===== src/rtl/mux4_pkg.sv =====
// ============================================================================
// Module   : mux4_pkg
// Brief    : Shared types and round-robin pick helper for the mux4 arbiter.
// Revision : 1.0 - initial release
// ============================================================================
`default_nettype none

package mux4_pkg;

    localparam int N_REQ = 4;

    typedef logic [1:0] sel_t;

    typedef enum logic [0:0] {
        IDLE = 1'b0,
        HOLD = 1'b1
    } arb_state_t;

    typedef struct packed {
        logic found;
        sel_t idx;
    } pick_t;

    // Scans ptr, ptr+1, ... mod 4; descending loop lets the closest candidate win.
    function automatic pick_t rr_pick(input logic [N_REQ-1:0] req,
                                      input logic [N_REQ-1:0] mask,
                                      input sel_t             ptr);
        pick_t p;
        sel_t  cand;
        p = '0;
        for (int i = N_REQ - 1; i >= 0; i--) begin
            cand = ptr + sel_t'(i);
            if (req[cand] && !mask[cand]) begin
                p.found = 1'b1;
                p.idx   = cand;
            end
        end
        return p;
    endfunction

endpackage

`default_nettype wire


===== src/rtl/mux4.sv =====
// ============================================================================
// Module   : mux4
// Brief    : Shared 4-input DATA_W-wide combinational data multiplexer.
// Revision : 1.0 - initial release
// ============================================================================
`default_nettype none

module mux4
    import mux4_pkg::*;
#(
    parameter int DATA_W = 2
) (
    input  logic [DATA_W-1:0] in0,
    input  logic [DATA_W-1:0] in1,
    input  logic [DATA_W-1:0] in2,
    input  logic [DATA_W-1:0] in3,
    input  sel_t              sel,
    output logic [DATA_W-1:0] y
);

    always_comb begin
        y = in0;
        case (sel)
            2'd0:    y = in0;
            2'd1:    y = in1;
            2'd2:    y = in2;
            default: y = in3;
        endcase
    end

endmodule

`default_nettype wire


===== src/rtl/mux4_rr_arbiter.sv =====
// ============================================================================
// Module   : mux4_rr_arbiter
// Brief    : Round-robin arbiter sharing a mux4 datapath, valid/ready output.
//            Optional burst lock via `define MUX4_RR_ARBITER_LOCK_EN.
// Revision : 1.0 - initial release
// ============================================================================
`default_nettype none

module mux4_rr_arbiter
    import mux4_pkg::*;
#(
    parameter int DATA_W = 2
) (
    input  logic              clk,
    input  logic              rst,
`ifdef MUX4_RR_ARBITER_LOCK_EN
    input  logic [N_REQ-1:0]  lock,
`endif
    input  logic [N_REQ-1:0]  req,
    input  logic [DATA_W-1:0] in0,
    input  logic [DATA_W-1:0] in1,
    input  logic [DATA_W-1:0] in2,
    input  logic [DATA_W-1:0] in3,
    output logic [N_REQ-1:0]  ack,
    output logic              out_valid,
    input  logic              out_ready,
    output logic [DATA_W-1:0] out_data,
    output sel_t              out_sel
);

    arb_state_t        r_state;
    sel_t              r_ptr;
    sel_t              r_sel;
    logic              r_valid;
    logic [DATA_W-1:0] r_data;

    logic              w_hs;
    logic              w_lock;
    sel_t              w_pick_ptr;
    logic [N_REQ-1:0]  w_mask;
    pick_t             w_pick;
    logic [DATA_W-1:0] w_mux_data;

    assign w_hs = r_valid & out_ready;

`ifdef MUX4_RR_ARBITER_LOCK_EN
    assign w_lock = lock[r_sel];
`else
    assign w_lock = 1'b0;
`endif

    // In HOLD the pick only matters on a handshake; the acked requester still
    // has req high, so it is masked unless its lock keeps the burst going.
    always_comb begin
        w_pick_ptr = r_ptr;
        w_mask     = '0;
        if (r_state == HOLD) begin
            w_pick_ptr = w_lock ? r_sel : r_sel + 2'd1;
            if (!w_lock) begin
                w_mask[r_sel] = 1'b1;
            end
        end
    end

    assign w_pick = rr_pick(req, w_mask, w_pick_ptr);

    mux4 #(
        .DATA_W (DATA_W)
    ) u_mux (
        .in0 (in0),
        .in1 (in1),
        .in2 (in2),
        .in3 (in3),
        .sel (w_pick.idx),
        .y   (w_mux_data)
    );

    always_comb begin
        ack = '0;
        if (w_hs) begin
            ack[r_sel] = 1'b1;
        end
    end

    always_ff @(posedge clk or posedge rst) begin
        if (rst) begin
            r_state <= IDLE;
            r_ptr   <= '0;
            r_sel   <= '0;
            r_valid <= 1'b0;
            r_data  <= '0;
        end else begin
            case (r_state)
                IDLE: begin
                    if (w_pick.found) begin
                        r_sel   <= w_pick.idx;
                        r_data  <= w_mux_data;
                        r_valid <= 1'b1;
                        r_state <= HOLD;
                    end
                end
                HOLD: begin
                    if (out_ready) begin
                        if (!w_lock) begin
                            r_ptr <= r_sel + 2'd1;
                        end
                        if (w_pick.found) begin
                            r_sel  <= w_pick.idx;
                            r_data <= w_mux_data;
                        end else begin
                            r_valid <= 1'b0;
                            r_state <= IDLE;
                        end
                    end
                end
                default: r_state <= IDLE;
            endcase
        end
    end

    assign out_valid = r_valid;
    assign out_data  = r_data;
    assign out_sel   = r_sel;

endmodule

`default_nettype wire


===== config.mk =====
export PLATFORM = sky130hd
export DESIGN_NAME = mux4_rr_arbiter
export DESIGN_NICKNAME = d
export VERILOG_FILES = /design/src/rtl/mux4_pkg.sv /design/src/rtl/mux4.sv /design/src/rtl/mux4_rr_arbiter.sv
export SDC_FILE = /design/constraint.sdc
export NUM_CORES = 1
export LEC_CHECK = 0
export CORE_MARGIN = 1
export CORE_UTILIZATION = 43
export DETAILED_ROUTE_END_ITERATION = 7
export PLACE_DENSITY = 0.75
export SYNTH_ARGS = -nofsm -noshare
export SYNTH_HDL_FRONTEND = slang
export SYNTH_SLANG_ARGS = --single-unit

===== constraint.sdc =====
create_clock -name clk -period 2.21 [get_ports clk]
set_input_delay 0.221 -clock clk [delete_from_list [all_inputs] [get_ports clk]]
set_output_delay 0.221 -clock clk [all_outputs]
set_load 0.01 [all_outputs]

=== Word-level counts from Yosys, hierarchy flattened ===
Index checks and enable logic that the tools add are counted.

* Bits in registers: 8
* RAM bits: 0
* Latch bits: 0
* Memories kept: 0
* Bits in read-only memories: 0

* Shift-type cells: 0
* Reduce and logical (&&, ||, !) cells: 12
* Multiply operators: 0
* Add/sub/neg operators: 4
* Eq/ne operators: 5
* Divide/modulo/power cells: 0
* Mux-type cells: 39
* Bitwise gates (word level): 2
* Magnitude comparators: 6

{| class="wikitable"
|+ Operator list
! kind !! number
|-
| $bmux 1 s2 || 8
|-
| $lt 2x3->1 const B || 5
|-
| $mux 1 || 14
|-
| $mux 3 || 4
|-
| $mux 2 || 5
|-
| $mux 4 || 2
|-
| $pmux 2 s2 || 2
|-
| $ne 2x2->1 const B || 3
|-
| $pmux 2 s3 || 1
|-
| $logic_and 1x1->1 || 5
|-
| $add 2x1->2 const B || 2
|-
| $add 2x2->2 const B || 2
|-
| $logic_not 1->1 || 4
|-
| $pmux 1 s2 || 2
|-
| $reduce_and 3->1 || 1
|-
| $demux 1 s2 || 1
|-
| $eq 2x1->1 const B || 1
|-
| $eq 2x2->1 const B || 1
|-
| $ge 2x1->1 const B || 1
|-
| $logic_not 2->1 || 1
|-
| $reduce_and 2->1 || 1
|-
| $and 1x1->1 || 1
|-
| $not 1->1 || 1
|}

=== Longest topological paths before layout ===
* Word-level depth: 18
* Depth in mapped cells: 10
* Mapped depth without buffers: 9

=== Modules after synthesis ===
Synthesis repeated with hierarchy kept, for this count alone.

* Cell total of the unflattened synthesis: 74
* Area, all modules: 749.5 um2

{| class="wikitable"
|+ By module, submodules not included
! module !! area each (um2) !! instances !! cells each
|-
| mux4_rr_arbiter || 696.9 || 1 || 72
|-
| mux4 || 52.6 || 1 || 2
|}

=== Worst setup path before layout ===
Ideal clock, no wire load.

* Path type: reg2reg
* Start: reg r_sel[0], in the netlist out_sel[0]
* End: reg r_data[0], in the netlist out_data[0]
* Arrival: 2.337 ns
* Required time: 2.085 ns
* Setup slack: -0.251 ns
* Cell stages (with the launch flop): 11
* Library setup time: 0.125 ns
* Clock period less this slack: 2.461 ns
* Cells stage by stage: dfrtp_1 -> buf_6 -> inv_1 -> ha_1 -> mux2_1 -> nand2_1 -> o22ai_1 -> a221oi_4 -> mux2i_1 -> mux2i_1 -> mux2_2

* Cells in the longest elaborated chain, start to end: 18
* Elaborated cells on any way between the ends: 46
* Classes of those cells: 4 x add/sub; 2 x order compare; 2 x eq/ne; 28 x mux; 10 x reduce/logical

{| class="wikitable"
|+ Ends and longest elaborated chain
! what !! RTL line !! source
|-
| start: declaration || mux4_rr_arbiter.sv:33 || <nowiki>sel_t r_sel;</nowiki>
|-
| start signal: assignment || mux4_rr_arbiter.sv:96 || <nowiki>r_sel <= w_pick.idx;</nowiki>
|-
| start signal: assignment || mux4_rr_arbiter.sv:108 || <nowiki>r_sel <= w_pick.idx;</nowiki>
|-
| $lt 2x3->1 (not written as such) or $ge 2x1->1 (tied branches) || mux4_rr_arbiter.sv:60 || <nowiki>w_mask[r_sel] = 1'b1;</nowiki>
|-
| $logic_and 1x1->1 (not written as such) || mux4_rr_arbiter.sv:60 ||
|-
| $mux 1 (not written as such) || mux4_rr_arbiter.sv:60 ||
|-
| $demux 1 s2 || mux4_rr_arbiter.sv:60 ||
|-
| $mux 4 || mux4_rr_arbiter.sv:57 || <nowiki>if (r_state == HOLD) begin</nowiki>
|-
| $bmux 1 s2 || mux4_pkg.sv:33 || <nowiki>if (req[cand] && !mask[cand]) begin</nowiki>
|-
| $mux 1 (not written as such) || mux4_pkg.sv:33 ||
|-
| $logic_not 1->1 || mux4_pkg.sv:33 ||
|-
| $logic_and 1x1->1 || mux4_pkg.sv:33 ||
|-
| $mux 3 (3 in a row) || mux4_pkg.sv:33 ||
|-
| $mux 3 (*) || mux4_pkg.sv:33 ||
|-
| $eq 2x2->1 (tied with other cells) || mux4.sv:23 || <nowiki>case (sel)</nowiki>
|-
| $pmux 2 s3 || mux4.sv:23 ||
|-
| $mux 2 (*) || mux4_rr_arbiter.sv:95, mux4_rr_arbiter.sv:107 ||
|-
| $mux 2 || mux4_rr_arbiter.sv:103 || <nowiki>if (out_ready) begin</nowiki>
|-
| $pmux 2 s2 (*) || mux4_rr_arbiter.sv:93 || <nowiki>case (r_state)</nowiki>
|-
| end signal: assignment || mux4_rr_arbiter.sv:97 || <nowiki>r_data <= w_mux_data;</nowiki>
|-
| end signal: assignment || mux4_rr_arbiter.sv:109 || <nowiki>r_data <= w_mux_data;</nowiki>
|-
| end: declaration || mux4_rr_arbiter.sv:35 || <nowiki>logic [DATA_W-1:0] r_data;</nowiki>
|}

Mark *: on every way between the ends. The rest lies on a longest branch, timed or not. The select of a mux whose other input is x is not followed.
A chain may end at the register's enable or synchronous reset.

=== Final worst setup path ===
Same ends and word-level chain as after synthesis.

==> summary.log <==
INFO  logic_synthesis yosysMostFrequentCell=mux2i_1
INFO  clocking       number_of_hold_buffers_added_after_cts=0
INFO  power          power_frac_clock=4.9%
INFO  grt            grt_max_degree=9
INFO  place          detailedPlacementHpwl=1850um
INFO  timing         clock.fmax=440MHz
INFO  place          io_buffers=23
INFO  logic_synthesis synth.cell_area=877squm
INFO  worst_hold_path hold_path_class=input pin to asynchronous set/reset pin
INFO  timing         timing.max_slew.rel_slack=75.2%
INFO  route          wl=2290um
INFO  grt            grt.total_usage=24.3%
INFO  power          pwr_density_cell=1570nW/um^2
INFO  timing         fin_crit=2.27ns
INFO  cells_and_area num-nets-final=157
INFO  route          dr.pass1.iters=4
INFO  logic_synthesis leading_area_contributor_after_synthesis=dfrtp_1
INFO  logic_synthesis synthesis.area_per_instance=9.75squm
INFO  clocking       clk_root_buffer_cell=clkbuf_4
INFO  status         result_of_the_run=finished, violations left
INFO  timing         fin_worst_skew=0.00212ns
INFO  timing         setup_slack=-0.0645ns
INFO  route          wl_met1=960um
INFO  floorplan      design.core.area=1820squm
INFO  route          routed.top_layer=met4
INFO  power          switchingPower=0.912mW
INFO  timing         worst_pin_slew=0.365ns
INFO  power          seqPwrFrac=14.3%
INFO  power          power_frac_comb=80.7%
INFO  floorplan      die_area=2220squm
INFO  power          p_int=1.27mW
INFO  timing         maxSlewViolCount=0
INFO  clocking       max-clock-path-buffers=2
INFO  route          first_iter_violations=18
INFO  clocking       cts_made_buffers=3
INFO  place          detailed_place.area=1290squm
INFO  cells_and_area final_area=1390squm
INFO  floorplan      core.rowCount=15
INFO  route          post_drt_via_cell_ratio=5.35
INFO  worst_setup_path setup.worst_path.end_class=flip-flop
INFO  logic_synthesis synth_enable_flop_cells=0
INFO  cells_and_area fill_cells=138
INFO  floorplan      ios=24
INFO  worst_setup_path wp_data_arrival=2.40ns
INFO  logic_synthesis sequential_to_total_area_share_from_yosys_stat=22.8%
INFO  worst_setup_path critPathKind=flip-flop to flip-flop
INFO  worst_setup_path crit_path_start_kind=flip-flop
INFO  logic_synthesis net_count_after_synthesis=109
INFO  worst_setup_path crit_required=2.34ns
INFO  floorplan      die-height=47.2um
INFO  logic_synthesis postSynth.topFlopCell=dfrtp_1
INFO  clocking       cts_tree=yes
INFO  clocking       worstSkewPairLatency=0.24ns
INFO  route          avgRoutedWirePerCell=14.2um
INFO  floorplan      initial_core_util=48.2%
INFO  place          pre_cts_ws=-0.184ns
INFO  status         violations=setup timing
INFO  cells_and_area area_growth=57.9%
INFO  timing         layout_worst_path_cycle_share=103%
INFO  clocking       htree_levels=1
INFO  grt            grt_remaining_overflow=0
INFO  cells_and_area antennaDiodeCount=0
INFO  worst_setup_path crit_fanout=5
INFO  logic_synthesis ys_warn_count=0
INFO  clocking       clock-sinks=8
INFO  timing         unrepaired_setup_endpoints_after_global_routing=true
INFO  timing         timing.final.hold_violations=0
INFO  grt            grt_pass1_wl=3730um
INFO  power          sw_frac_of_total=41.9%
INFO  place          routabilityCongestion=0.810
INFO  power          peakVddDrop=1020uV
INFO  clocking       clk_pin_slew_worst_paths=0.05ns
INFO  logic_synthesis synthCells=90
INFO  route          detailroute.wirelength.met2=1200um
INFO  logic_synthesis synthDistinctLibCells=36
INFO  logic_synthesis leading_cell_types_by_total_area_after_synthesis=dfrtp_1, mux2i_1, mux2_2, ha_1, a2bb2oi_2
INFO  logic_synthesis synth_top_area_share=22.8%
INFO  logic_synthesis asyncSetResetFlopFracSynth=100%
INFO  cells_and_area drive_gt1_share=46.3%
INFO  timing         final-setup-viol-count=1
INFO  route          vias=862
INFO  logic_synthesis synth_seq_cells=8
INFO  route          final_antenna_net_count=0
INFO  grt            vias_in_the_first_global_route=910
INFO  power          total_leakage_power=0.608nW
INFO  run            cap_violations=0
INFO  cells_and_area post-route-util=76.1%
INFO  route          detail_route.drc_violations=0
INFO  logic_synthesis netlist_top_cells_count=mux2i_1, dfrtp_1, inv_1, nor2_1
INFO  route          metal3_wl=86um
INFO  floorplan      chipWidth=47.2um
INFO  grt            initial_antenna_violation_count=0
[layout make-up]
| cell class | count | area (sq um) | area share [%] |
|---|---|---|---|
| Sequential cell | 8 | 203 | 14.6 |
| Multi-Input combinational cell | 74 | 704 | 50.9 |
| Inverter | 6 | 25.0 | 1.81 |
| Tap cell | 25 | 31.3 | 2.26 |
| Clock buffer | 3 | 22.5 | 1.63 |
| Timing Repair Buffer | 45 | 399 | 28.8 |
[placed cells by master (no fill, tap or decap), types with 3 or more instances in the layout]
| cell type | instances |
|---|---|
| and3_1 | 4 |
| clkbuf_4 | 3 |
| nand2_1 | 4 |
| mux2i_1 | 8 |
| inv_1 | 4 |
| clkdlybuf4s50_1 | 23 |
| buf_4 | 21 |
| mux2_2 | 5 |
| o21ai_0 | 4 |
| dfrtp_1 | 6 |
| o21ai_1 | 3 |
| nor2_1 | 5 |
[cell families after synthesis]
family,after synthesis,synth area share [%]
buf+inv,8,5.14
flops,8,22.8
compound gates,24,25.4
mux,17,21.3
fa+ha+maj,4,5.71
simple gates,29,19.7
[stage by stage]
step	power, mW	hold WS (ns)	TNS [ns]	instances
after floorplan	1.35	0.0367	-0.105	90
after global placement	1.86	0.476	-0.261	155
after detailed placement	1.91	0.487	-0.325	155
after CTS	2.16	0.220	-0.0316	161
after global routing	2.33	0.281	-0.307	161
final	2.18	0.230	-0.0645	161
[power by group through the flow]
stage	Sequential [mW]	Combinational (mW)	Clock, mW
6_report	0.312	1.76	0.108
2_1_floorplan	0.308	1.05	0
3_5_place_dp	0.309	1.60	0
5_1_grt	0.323	1.88	0.121
3_3_place_gp	0.302	1.56	0
4_1_cts	0.312	1.73	0.114
[flip-flops by register name (all words and copies together), names as in the netlist]
signal	cells
r_ptr	2
r_state	1
out_data	2
out_sel	2
out_valid	1
[critical path: stages, from the launching register on]
cell and delay, ns:
dfrtp_2 0.45, inv_4 0.09, ha_4 0.21, mux2_4 0.27, nand2_2 0.06, o22ai_2 0.08
a221oi_4 0.26, buf_6 0.16, mux2i_2 0.23, mux2i_1 0.09, mux2_2 0.27
[layer usage]
metal	GRT usage [%]	vias up
li1	-	429
met3	3.08	6
met4	9.71	0
met2	45.8	28
met5	0	-
met1	27.3	399
[worst paths after layout]
| check | start | endpoint | slack, ns | depth (start not counted) |
|---|---|---|---|---|
| min in group clk | out_data[1] | out_data[1] | 0.53 | 1 |
| max reg2reg | out_sel[0] | out_data[0] | -0.06 | 10 |
| min reg2reg | out_data[1] | out_data[1] | 0.53 | 1 |
| max in group asynchronous | rst | r_state | 1.71 | 2 |
| min | rst | out_sel[1] | 0.23 | 2 |
| max | out_sel[0] | out_data[0] | -0.06 | 10 |
[what timing repair did]
item                       in CTS  in global routing
gates resized for setup         8                  5
setup endpoints to repair       2                  3
buffers inserted                3                  0
pin swaps                       3                  1
Note: power is estimated with default switching activity, not from simulation.
